## config.mk

```make
export PLATFORM = sky130hd
export DESIGN_NAME = scroll_sequencer
export DESIGN_NICKNAME = d
export VERILOG_FILES = /design/src/rtl/scroll_pkg.sv /design/src/rtl/scroll_prescaler.sv /design/src/rtl/scroll_sequencer.sv
export SDC_FILE = /design/constraint.sdc
export NUM_CORES = 1
export LEC_CHECK = 0
export CAP_MARGIN = 25
export CORE_MARGIN = 5
export CORE_UTILIZATION = 61
export CTS_BUF_LIST = sky130_fd_sc_hd__clkbuf_8 sky130_fd_sc_hd__clkbuf_16
export DETAILED_ROUTE_END_ITERATION = 8
export GPL_TIMING_DRIVEN = 0
export MAX_ROUTING_LAYER = met4
export PLACE_DENSITY = 0.95
export SETUP_SLACK_MARGIN = 0.3
export SYNTH_ARGS = -nofsm -noshare
export SYNTH_HDL_FRONTEND = slang
export SYNTH_SLANG_ARGS = --single-unit
```

## constraint.sdc

```tcl
create_clock -name clk -period 6.2 [get_ports clk]
set_input_delay 0.62 -clock clk [delete_from_list [all_inputs] [get_ports clk]]
set_output_delay 0.62 -clock clk [all_outputs]
set_load 0.03 [all_outputs]
```

## src/rtl/scroll_pkg.sv

```systemverilog
// Shared scroll types and default widths for the LED matrix scroll path.
package scroll_pkg;

  localparam int unsigned SCROLL_POS_W = 10;
  localparam int unsigned SCROLL_SPD_W = 8;

  typedef enum logic [1:0] {
    SCR_WRAP     = 2'd0,
    SCR_ONESHOT  = 2'd1,
    SCR_PINGPONG = 2'd2,
    SCR_RSVD     = 2'd3
  } scroll_mode_e;

  typedef enum logic [1:0] {
    S_IDLE = 2'd0,
    S_RUN  = 2'd1,
    S_DONE = 2'd2
  } scroll_state_e;

endpackage

```

## src/rtl/scroll_prescaler.sv

```systemverilog
// Frame-tick divider: step_en fires on every (speed+1)-th enabled tick.
module scroll_prescaler #(
  parameter int unsigned SPD_W = 8
) (
  input  logic             clk,
  input  logic             rst,
  input  logic             clear,
  input  logic             enable,
  input  logic             tick,
  input  logic [SPD_W-1:0] speed,
  output logic             step_en
);

  logic [SPD_W-1:0] presc_q;

  assign step_en = enable & tick & (presc_q == speed);

  always_ff @(posedge clk) begin
    if (rst || clear) begin
      presc_q <= '0;
    end else if (enable && tick) begin
      presc_q <= step_en ? '0 : presc_q + 1'b1;
    end
  end

endmodule

```

## src/rtl/scroll_sequencer.sv

```systemverilog
// Horizontal scroll offset generator with wrap/one-shot/ping-pong modes.
// Optional `define SCROLL_PAUSE_EN adds a pause input that freezes RUN.
module scroll_sequencer
  import scroll_pkg::*;
#(
  parameter int unsigned POS_W = SCROLL_POS_W,
  parameter int unsigned SPD_W = SCROLL_SPD_W
) (
  input  logic             clk,
  input  logic             rst,
  input  logic             frame_tick,
  input  logic             start,
  input  logic             stop,
`ifdef SCROLL_PAUSE_EN
  input  logic             pause,
`endif
  input  logic [1:0]       mode,
  input  logic             dir,
  input  logic [POS_W-1:0] length,
  input  logic [SPD_W-1:0] speed,
  output logic [POS_W-1:0] scroll_pos,
  output logic             busy,
  output logic             step_pulse,
  output logic             wrap_pulse,
  output logic             done
);

  localparam logic [1:0] ST_IDLE = S_IDLE;
  localparam logic [1:0] ST_RUN  = S_RUN;
  localparam logic [1:0] ST_DONE = S_DONE;

  logic [1:0]       state_q, state_d;
  scroll_mode_e     mode_q, mode_d;
  logic             dir_q, dir_d;
  logic [POS_W-1:0] len_q, len_d;
  logic [SPD_W-1:0] speed_q, speed_d;
  logic [POS_W-1:0] pos_q, pos_d;
  logic             step_q, step_d;
  logic             wrap_q, wrap_d;
  logic [POS_W-1:0] last;
  logic             at_end;
  logic             run_en;
  logic             step_en;

`ifdef SCROLL_PAUSE_EN
  assign run_en = (state_q == ST_RUN) & ~pause;
`else
  assign run_en = (state_q == ST_RUN);
`endif

  scroll_prescaler #(
    .SPD_W (SPD_W)
  ) u_prescaler (
    .clk     (clk),
    .rst     (rst),
    .clear   (start | stop),
    .enable  (run_en),
    .tick    (frame_tick),
    .speed   (speed_q),
    .step_en (step_en)
  );

  assign last   = len_q - 1'b1;
  assign at_end = dir_q ? (pos_q == '0) : (pos_q == last);

  always_comb begin
    state_d = state_q;
    mode_d  = mode_q;
    dir_d   = dir_q;
    len_d   = len_q;
    speed_d = speed_q;
    pos_d   = pos_q;
    step_d  = 1'b0;
    wrap_d  = 1'b0;
    if (stop) begin
      state_d = ST_IDLE;
    end else if (start) begin
      state_d = ST_RUN;
      mode_d  = (mode == SCR_RSVD) ? SCR_WRAP : scroll_mode_e'(mode);
      dir_d   = dir;
      len_d   = (length == '0) ? POS_W'(1) : length;
      speed_d = speed;
      pos_d   = dir ? len_d - 1'b1 : '0;
    end else if (step_en) begin
      if (!at_end) begin
        pos_d  = dir_q ? pos_q - 1'b1 : pos_q + 1'b1;
        step_d = 1'b1;
      end else begin
        case (mode_q)
          SCR_ONESHOT: state_d = ST_DONE;
          SCR_PINGPONG: begin
            dir_d  = ~dir_q;
            step_d = 1'b1;
            wrap_d = 1'b1;
            // A single-position run has nowhere to bounce to.
            if (len_q != POS_W'(1)) pos_d = dir_q ? pos_q + 1'b1 : pos_q - 1'b1;
          end
          default: begin
            pos_d  = dir_q ? last : '0;
            step_d = 1'b1;
            wrap_d = 1'b1;
          end
        endcase
      end
    end
  end

  always_ff @(posedge clk) begin
    if (rst) begin
      state_q <= ST_IDLE;
      mode_q  <= SCR_WRAP;
      dir_q   <= 1'b0;
      len_q   <= '0;
      speed_q <= '0;
      pos_q   <= '0;
      step_q  <= 1'b0;
      wrap_q  <= 1'b0;
    end else begin
      state_q <= state_d;
      mode_q  <= mode_d;
      dir_q   <= dir_d;
      len_q   <= len_d;
      speed_q <= speed_d;
      pos_q   <= pos_d;
      step_q  <= step_d;
      wrap_q  <= wrap_d;
    end
  end

  assign scroll_pos = pos_q;
  assign busy       = (state_q == ST_RUN);
  assign done       = (state_q == ST_DONE);
  assign step_pulse = step_q;
  assign wrap_pulse = wrap_q;

endmodule

```

==> impl_results.md, run 1 <==
* Worst path required time at 6.40 ns
* Met1 wire length at 3.871 mm
* EDFF count, synth at 0
* Synthesized area per cell at 7.496 um^2
* Fin crit share at 59.69%
* Mapped Cells at 429
* CTS Sinks at 43
* Syn Nets at 461
* Final worst clock skew at 0.01189 ns
* Worst vdd ir at 0.1316 mV
* Worst R2R Start: len_q[0]
* Number of remaining DRC errors at 0
* Total CTS buffers at 5
* Highest metal used: met4
* Overall routing resource usage at 30.07%
* H-tree Lvls at 2
* GP Congestion at 1.024
* Post-CTS setup buffer count at 0
* IO buf count at 38
* Met2 Wirelength at 4.593 mm
* Total negative slack at 0 ns
* Layout cells sized above 1 at 5.053%
* Core Footprint at 5107 um^2
* Hold Path Origin: speed_q[1]
* Ys async rst share at 0%
* Setup CP Type: reg -> reg
* Critical Path Fanout Max at 10
* ANT nets after route at 0
* P&R area growth vs syn at 18.05%
* Worst hold path type: reg -> reg
* DRT iter0 DRCs at 349
* Tightest Pin Transition at 0.6207 ns
* Layout fillers at 416
* Clk Latency, worst-skew pair at 0.31 ns
* CP arrival at 3.90 ns
* Antenna violations before repair at 0
* Max-cap viol count at 0
* R2R Setup Slk at 2.50 ns
* Number of max-slew violations in the final report at 0
* Initial core utilization at 62.96%
* Minimum clock period at 3.701 ns
* Cell area after synthesis at 3216 um^2
* Most frequent cells in the layout: nand2_1, nor2_1, dfxtp_1, a21oi_1, clkdlybuf4s50_1
* Leak Pwr at 1.367 nW
* Status: completed
* WL final at 9.549 mm
* Reg2Reg Capture Point: scroll_pos[8]
* Number of buffers on the longest clock path at 2
* Ant. Diodes at 0
* Critical path launch point type: flip-flop
* Routed wl met3 at 785 um
* Max Fclk at 270.2 MHz
* Count of different cell masters after synthesis at 58
* Detailed placement HPWL at 7.201 mm
* Drt pass-1 iters at 5
* Hold EP: speed_q[1]
* Critical Path Sink Type: flip-flop
* Post-DR wirelength/cell at 17.52 um
* Grt total ovfl at 0
* Largest net degree at the start of global routing at 15
* FF+latch count, synth at 43
* Resized cells post-CTS at 0
* Final hold vios at 0
* CTS clock-pin slew for the worst setup and hold paths at 0.10 ns
* Hold-fix buffers, CTS at 0
* Main synth FF type: dfxtp_1
* Die area at 6824 um^2
* Row count at 26
* Seq/Total Area, Yosys at 26.77%
* CTS tree: built
* I/O pin cnt at 40
* Synth warn at 0
* DR vias/cell at 6.176
* Min-Delay Path Depth at 2
* Die height at 82.61 um
* Most common cell after layout, fill and taps aside: nand2_1
* Final nets at 506
* Final Core Density at 74.33%
* R2r worst-path depth at 13
* RSZ-0062 raised after global routing: no
* First-pass GRT wire length at 15.28 mm
* Vias at 3366
* Clock Tree Root: clkbuf_8
* Vias in the first global route at 3235
* PD cells at 198.0 nW/um^2
* Final setup violation count at 0
* Max-Slew Margin vs Limit at 58.47%
* Horiz. Die Dim at 82.61 um
sequential cells by signal, summed over array words and instances, names as in the netlist:
signal               count
dir_q                    1
len_q                   10
mode_q                   2
scroll_pos              10
speed_q                  8
state_q                  2
step_pulse               1
u_prescaler.presc_q      8
wrap_pulse               1
synthesized netlist by cell type (all sizes together), types with 4 or more instances:
cell     n  area [um^2]
dfxtp   43        860.8
nor2b    7        43.79
inv      7        26.28
nand3   14        70.07
nand2b   5        31.28
and3     4        25.02
clkbuf  21        78.83
nand2   64        240.2
or3      7        53.80
mux2i   11        110.1
a21oi   41        220.2
and2     4        27.53
a211oi   6        45.04
xnor2   29        254.0
ha       6        75.07
o22ai    5        31.28
nor2    45        171.4
o21ai   12        71.32
xor2    19        166.4
nor4     5        31.28
nand4    7        43.79
o211ai   6        45.04
buf      9        55.05
or4      4        33.78
nor3b    4        30.03
nor3    15        75.07
through the flow:
| step | hold WS, ns | cells | total power [mW] | instance area (um^2) | setup WS (ns) |
|---|---|---|---|---|---|
| 3_5_place_dp | 0.4689 | 537 | 0.5225 | 3684 | 2.573 |
| 4_1_cts | 0.4807 | 545 | 0.7452 | 3796 | 2.541 |
| 5_1_grt | 0.5037 | 545 | 0.7800 | 3796 | 2.249 |
| 2_1_floorplan | 0.4469 | 429 | 0.4557 | 3216 | 3.121 |
| 3_3_place_gp | 0.4580 | 537 | 0.5161 | 3684 | 2.641 |
| 6_report | 0.4817 | 545 | 0.7516 | 3796 | 2.499 |
worst max-delay path by stage:
stage | from | endpoint | slack, ns | cells after the start
3_5_place_dp | len_q[0] | scroll_pos[8] | 2.57 | 13
5_1_grt | len_q[0] | scroll_pos[8] | 2.25 | 13
3_3_place_gp | len_q[0] | scroll_pos[8] | 2.64 | 13
6_report | len_q[0] | scroll_pos[8] | 2.50 | 13
4_1_cts | len_q[0] | scroll_pos[8] | 2.54 | 13
2_1_floorplan | len_q[0] | scroll_pos[4] | 3.12 | 15
critical path: stages (launching register included):
cell	delay, ns
dfxtp_1	0.38
buf_6	0.16
inv_1	0.11
ha_1	0.26
or4b_1	0.17
clkbuf_1	0.22
nor3_1	0.10
a2111oi_0	0.50
o21ai_0	0.31
o31ai_4	0.55
a21oi_4	0.14
o21a_1	0.21
buf_6	0.14
a311oi_1	0.33
power breakdown:
part	switching [mW]	total [mW]	internal, mW
registers	0.0110	0.298	0.287
logic	0.128	0.224	0.0958
clock network	0.110	0.230	0.120
layer usage:
metal  up-vias  track usage (%)
met5         -                -
met4         0            12.91
met3        33            5.423
met2       179            50.64
met1      1564            35.11
li1       1590                -
layout make-up:
type                    count  area [um^2]  area share (%)
clock buffers               5        68.82           1.813
repair buffers             38        380.4           10.02
inverters                   7        26.28          0.6922
plain buffers              30        133.9           3.527
multi-input cells         349         2195           57.81
well taps                  70        87.58           2.307
clock inverters             3        43.79           1.154
flip-flops and latches     43        860.8           22.68
kinds of logic (layout without fill, tap and decap cells):
group,count (synthesis),count (layout),synth area share (%)
simple gates,192,192,29.65
compound gates,89,89,18.02
xor+xnor,50,50,14.47
flops,43,43,26.77
buf+inv,37,83,4.981
mux,12,12,3.774
fa+ha+maj,6,6,2.335
Note: power is estimated with default switching activity, not from simulation.
==> run 2, diff against run 1 <==
--- a/config.mk
+++ b/config.mk
@@ -7,12 +7,12 @@
 export LEC_CHECK = 0
 export CAP_MARGIN = 25
 export CORE_MARGIN = 5
-export CORE_UTILIZATION = 61
+export CORE_UTILIZATION = 56
 export CTS_BUF_LIST = sky130_fd_sc_hd__clkbuf_8 sky130_fd_sc_hd__clkbuf_16
 export DETAILED_ROUTE_END_ITERATION = 8
 export GPL_TIMING_DRIVEN = 0
 export MAX_ROUTING_LAYER = met4
-export PLACE_DENSITY = 0.95
+export PLACE_DENSITY = 0.88
 export SETUP_SLACK_MARGIN = 0.3
 export SYNTH_ARGS = -nofsm -noshare
 export SYNTH_HDL_FRONTEND = slang
==> constraint.sdc (replaced) <==
create_clock -name clk -period 3.71 [get_ports clk]
set_input_delay 0.371 -clock clk [delete_from_list [all_inputs] [get_ports clk]]
set_output_delay 0.371 -clock clk [all_outputs]
set_load 0.03 [all_outputs]
==> run 2 against run 1 <==
  * Sequential power up 67%
  * Global-route usage down 2.6 points
  * Cell area up 2.0%
  * Core utilization down 4.4 points
  * Clock skew down 0.0063 ns
  * Critical path type unchanged
  * Critical path depth down 1
  * Via count up 0.51%
  * Count of clock-buffer cells in the layout unchanged
  * Power up 69%
  * Cell count up 1.1%
  * Wire length down 0.42%
  * Hold slack worse by 0.0085 ns
==> impl_results.md, run 2 (synthesized netlist as in run 1, its figures left out) <==
* Largest net degree at the start of global routing at 15 (unchanged)
* Setup CP Type: reg -> reg
* Seq pwr share at 39.1% (-0.5 points)
* Horiz. Die Dim at 85.78 um (+3.8%)
* R2r worst-path depth at 12 (-1)
* Internal power at 847.4 uW (+69%)
* GP Congestion at 0.9999 (-2.3%)
* DRT iter0 DRCs at 291 (-17%)
* IO buf count at 38 (unchanged)
* Hold Path Origin: speed_q[3]
* Hold EP: speed_q[3]
* Final setup violation count at 0 (unchanged)
* Tightest Pin Transition at 0.6569 ns (+0.03628 ns)
* Antenna violations before repair at 0 (unchanged)
* Total power at 1.269 mW (+69%)
* Die height at 85.78 um (+3.8%)
* Initial core utilization at 58.04% (-4.9 points)
* H-tree Lvls at 2 (unchanged)
* Post-DR wirelength/cell at 17.26 um (-1.5%)
* Combinational fraction of design power at 30.6% (+0.8 points)
* Worst vdd ir at 0.1826 mV (+39%)
* PD cells at 327.6 nW/um^2 (+65%)
* Fin crit share at 90.64% (+31 points)
* First-pass GRT wire length at 15.70 mm (+2.8%)
* Clock Tree Root: clkbuf_8
* Row count at 27 (+3.8%)
* Worst R2R Start: len_q[1]
* Die area at 7357 um^2 (+7.8%)
* Leak Pwr at 1.401 nW (+2.5%)
* Total negative slack at 0 ns (unchanged)
* CTS Sinks at 43 (unchanged)
* Critical path launch point type: flip-flop
* Layout cells sized above 1 at 7.724% (+2.7 points)
* FF/Latch Area at 865.8 um^2 (+0.58%)
* Core Footprint at 5540 um^2 (+8.5%)
* WL final at 9.509 mm (-0.42%)
* Most common cell after layout, fill and taps aside: nand2_1
* Drt pass-1 iters at 5 (unchanged)
* Most frequent cells in the layout: nand2_1, nor2_1, dfxtp_1, a21oi_1, clkdlybuf4s50_1
* Area of the multi-input gates at 2216 um^2 (+0.97%)
* Max Fclk at 297.4 MHz (+10%)
* Final nets at 510 (+0.79%)
* NetSw at 421.2 uW (+69%)
* Minimum clock period at 3.363 ns (-0.3381 ns)
* Min-Delay Path Depth at 2 (unchanged)
* Worst hold path type: reg -> reg
* P&R area growth vs syn at 20.43%
* Reg2Reg Capture Point: scroll_pos[0]
* Clk Latency, worst-skew pair at 0.30 ns (about the same)
* Grt total ovfl at 0 (unchanged)
* Layout fillers at 482 (+16%)
* Max-Slew Margin vs Limit at 56.04% (-2.4 points)
* Worst path required time at 3.87 ns (-2.53 ns)
* Vias at 3383 (+0.51%)
* Number of max-slew violations in the final report at 0 (unchanged)
* Critical Path Fanout Max at 7 (-3)
* Clk pwr share at 30.3% (-0.3 points)
* Detailed placement HPWL at 7.129 mm (-1.0%)
* Number of remaining DRC errors at 0 (unchanged)
* Max-cap viol count at 0 (unchanged)
* Overall routing resource usage at 27.49% (-2.6 points)
* Critical Path Sink Type: flip-flop
* ANT nets after route at 0 (unchanged)
* DR vias/cell at 6.140 (-0.59%)
* CP arrival at 3.53 ns (-0.37 ns)
* Final worst clock skew at 0.005582 ns (-0.006312 ns)
* Hold-fix buffers, CTS at 0 (unchanged)
* R2R Setup Slk at 0.35 ns (-2.15 ns)
* Final hold vios at 0 (unchanged)
* Total CTS buffers at 5 (unchanged)
* CTS tree: built
* RSZ-0062 raised after global routing: no
* Hold slack at 0.4731 ns (-0.008525 ns)
* Vias in the first global route at 3255 (+0.62%)
* Net Sw Frac at 33.20% (+0.064 points)
* Status: completed
* Number of buffers on the longest clock path at 2 (unchanged)
* CTS clock-pin slew for the worst setup and hold paths at 0.09 ns (about the same)
* Ant. Diodes at 0 (unchanged)
* I/O pin cnt at 40 (unchanged)
-- run 2: how the worst max path moves through the flow --
stage | from | endpoint | slack (ns)
after floorplan | len_q[0] | scroll_pos[4] | 0.63
after global placement | len_q[0] | scroll_pos[8] | 0.16
after detailed placement | len_q[0] | scroll_pos[8] | 0.11
after CTS | len_q[0] | scroll_pos[2] | 0.30
after global routing | len_q[0] | scroll_pos[8] | 0.28
final | len_q[1] | scroll_pos[0] | 0.35
-- run 2: per-layer routing --
layer	up-vias	global-route usage, %	wire [um]
met5	-	-	0
met4	0	8.633	225
met2	161	47.25	4652
li1	1602	-	-
met3	24	3.842	650
met1	1596	33.22	3981
-- run 2: area by class of cell --
type	instances	area share, %
clock buffers	5	1.777
multi-input cells	349	57.22
flip-flops and latches	43	22.36
well taps	72	2.326
plain buffers	30	3.586
clock inverters	3	1.131
repair buffers	42	10.92
inverters	7	0.6785
-- run 2: power groups by stage --
| stage | clock network (mW) | logic [mW] | registers (mW) |
|---|---|---|---|
| 2_1_floorplan | 0 | 0.246 | 0.515 |
| 3_3_place_gp | 0 | 0.358 | 0.506 |
| 3_5_place_dp | 0 | 0.365 | 0.507 |
| 4_1_cts | 0.385 | 0.370 | 0.496 |
| 5_1_grt | 0.407 | 0.421 | 0.500 |
| 6_report | 0.384 | 0.388 | 0.497 |
-- run 2: worst max-delay path, stage by stage (launching register included) --
cell and delay, ns:
dfxtp_4 0.38, inv_1 0.15, ha_2 0.34, xnor2_1 0.14
or3_1 0.34, a221o_1 0.29, or3_4 0.36, o31a_1 0.31
buf_2 0.18, o21ai_0 0.19, a21oi_1 0.10, a311oi_1 0.34
a211oi_1 0.10
-- run 2: repair_timing --
action                                  4_1_cts  5_1_grt
setup buffers                                 2        2
pin swaps                                     1        3
endpoints found under the setup margin       11       13
hold endpoints to repair                      0        0
resized for setup                             3       12
-- run 2: through the flow --
| stage | setup slack, ns | utilization [%] | cell area, um^2 | cells |
|---|---|---|---|---|
| floorplan | 0.6312 | - | 3216 | 429 |
| global placement | 0.1607 | 66.53 | 3686 | 539 |
| detailed placement | 0.1096 | 66.53 | 3686 | 539 |
| CTS | 0.3032 | 68.88 | 3816 | 549 |
| global route | 0.2806 | 69.90 | 3872 | 551 |
| finish | 0.3471 | 69.90 | 3872 | 551 |
==> run 3, diff against run 2 <==
--- a/config.mk
+++ b/config.mk
@@ -9,10 +9,12 @@
 export CORE_MARGIN = 5
 export CORE_UTILIZATION = 56
 export CTS_BUF_LIST = sky130_fd_sc_hd__clkbuf_8 sky130_fd_sc_hd__clkbuf_16
+export CTS_CLUSTER_SIZE = 24
 export DETAILED_ROUTE_END_ITERATION = 8
 export GPL_TIMING_DRIVEN = 0
 export MAX_ROUTING_LAYER = met4
 export PLACE_DENSITY = 0.88
+export RECOVER_POWER = 50
 export SETUP_SLACK_MARGIN = 0.3
 export SYNTH_ARGS = -nofsm -noshare
 export SYNTH_HDL_FRONTEND = slang
==> run 3 against run 2 <==
  * Global-route usage unchanged
  * Count of clock-buffer cells in the layout unchanged
  * Register-to-register slack better by 0.05 ns
==> impl_results.md, run 3 (synthesized netlist as in run 1, its figures left out) <==
* Most common cell after layout, fill and taps aside: nand2_1
* Number of remaining DRC errors at 0 (unchanged)
* GP Congestion at 0.9999 (unchanged)
* Number of max-slew violations in the final report at 0 (unchanged)
* Worst path required time at 3.91 ns (+0.04 ns)
* First-pass GRT wire length at 15.70 mm (unchanged)
* Leak Pwr at 1.441 nW (+2.9%)
* Finished Cell Area at 3872 um^2 (unchanged)
* Ant. Diodes at 0 (unchanged)
* Antenna violations before repair at 0 (unchanged)
* CTS Sinks at 43 (unchanged)
* Die height at 85.78 um (unchanged)
* Die area at 7357 um^2 (unchanged)
* H-tree Lvls at 2 (unchanged)
* Area of the multi-input gates at 2216 um^2 (unchanged)
* Worst vdd ir at 0.1822 mV (-0.22%)
* CTS tree: built
* Vias in the first global route at 3255 (unchanged)
* Detailed placement HPWL at 7.129 mm (unchanged)
* IO buf count at 38 (unchanged)
* Final setup violation count at 0 (unchanged)
* Core Footprint at 5540 um^2 (unchanged)
* Final worst slack at 0.3932 ns (+0.04613 ns)
* Minimum clock period at 3.317 ns (-0.04613 ns)
* P&R area growth vs syn at 20.43% (unchanged)
* Initial core utilization at 58.04% (unchanged)
* Total CTS buffers at 5 (unchanged)
* Layout fillers at 482 (unchanged)
* I/O pin cnt at 40 (unchanged)
* Pre-CTS setup slack at 0.1096 ns (unchanged)
* FF/Latch Area at 865.8 um^2 (unchanged)
* PD cells at 327.3 nW/um^2 (about the same)
* Overall routing resource usage at 27.49% (unchanged)
* Max-Slew Margin vs Limit at 55.70% (-0.35 points)
* Number of buffers on the longest clock path at 2 (unchanged)
* WL final at 9.495 mm (-0.15%)
* Clk Latency, worst-skew pair at 0.30 ns (about the same)
* Fin crit share at 89.40% (-1.2 points)
* ANT nets after route at 0 (unchanged)
* Most frequent cells in the layout: nand2_1, nor2_1, dfxtp_1, a21oi_1, xnor2_1
* Max Fclk at 301.5 MHz (+1.4%)
* Post-DR wirelength/cell at 17.23 um (-0.15%)
* Total negative slack at 0 ns (unchanged)
* Final nets at 510 (unchanged)
* Hold-fix buffers, CTS at 0 (unchanged)
* Drt pass-1 iters at 5 (unchanged)
* Max-cap viol count at 0 (unchanged)
* Horiz. Die Dim at 85.78 um (unchanged)
* Worst hold path type: reg -> reg
* Layout cells sized above 1 at 7.724% (unchanged)
* Setup CP Type: reg -> reg
* Grt total ovfl at 0 (unchanged)
* Clock Tree Root: clkbuf_8
* Row count at 27 (unchanged)
* Final hold vios at 0 (unchanged)
* Tightest Pin Transition at 0.6621 ns (+0.005174 ns)
* Area of placed instances at 3686 um^2 (unchanged)
* Critical path launch point type: flip-flop
* CTS clock-pin slew for the worst setup and hold paths at 0.09 ns (about the same)
* Vias at 3364 (-0.56%)
* Status: completed
* CP arrival at 3.51 ns (-0.02 ns)
* DR vias/cell at 6.105 (-0.56%)
* RSZ-0062 raised after global routing: no
* Largest net degree at the start of global routing at 15 (unchanged)
* Critical Path Fanout Max at 7 (unchanged)
* DRT iter0 DRCs at 363 (+25%)
* Critical Path Sink Type: flip-flop
* Final worst clock skew at 0.006531 ns (+0.0009486 ns)
* Hold slack at 0.4734 ns (+0.0002610 ns)
-- run 3: area by class of cell --
| cell class | count | area share [%] |
|---|---|---|
| Buffer | 30 | 3.586 |
| Sequential cell | 43 | 22.36 |
| Clock buffer | 5 | 1.777 |
| Clock inverter | 3 | 1.131 |
| Tap cell | 72 | 2.326 |
| Multi-Input combinational cell | 349 | 57.22 |
| Inverter | 7 | 0.6785 |
| Timing Repair Buffer | 42 | 10.92 |
-- run 3: final timing paths --
path | slack [ns] | from | endpoint | cells past startpoint
setup / recovery | 0.39 | len_q[1] | scroll_pos[8] | 12
hold / removal | 0.47 | speed_q[3] | speed_q[3] | 2
setup reg to reg | 0.39 | len_q[1] | scroll_pos[8] | 12
hold reg to reg | 0.47 | speed_q[3] | speed_q[3] | 2
-- run 3: timing repair --
action	CTS	global route
setup endpoints to repair	11	13
gates resized for setup	3	12
gates cloned	0	0
buffers inserted	2	2
pin swaps	1	3
-- run 3: through the flow --
| step | instances | util (%) | power [mW] |
|---|---|---|---|
| 5_1_grt | 551 | 69.90 | 1.324 |
| 3_5_place_dp | 539 | 66.53 | 0.8724 |
| 3_3_place_gp | 539 | 66.53 | 0.8642 |
| 4_1_cts | 549 | 68.88 | 1.252 |
| 6_report | 551 | 69.90 | 1.267 |
| 2_1_floorplan | 429 | - | 0.7616 |
-- run 3: worst max-delay path: stages, from the launching register on --
cell,delay [ns]
dfxtp_4,0.39
inv_1,0.15
ha_2,0.34
xnor2_1,0.14
or3_1,0.34
a221o_1,0.29
or3_4,0.36
o31a_1,0.30
buf_2,0.18
nor2_1,0.15
and2_1,0.14
o311ai_0,0.12
a311oi_1,0.32
-- run 3: metal layers --
layer | track usage [%] | part of all wire (%) | up-vias | wire, um
li1 | - | - | 1599 | -
met1 | 33.22 | 42 | 1579 | 3976
met2 | 47.25 | 49 | 158 | 4620
met3 | 3.842 | 6.9 | 28 | 653
met4 | 8.633 | 2.6 | 0 | 244
met5 | - | 0 | - | 0
-- run 3: power by group --
part / internal (mW) / switching [mW]
Clock: 0.201 / 0.185
Sequential: 0.479 / 0.0174
Combinational: 0.165 / 0.221
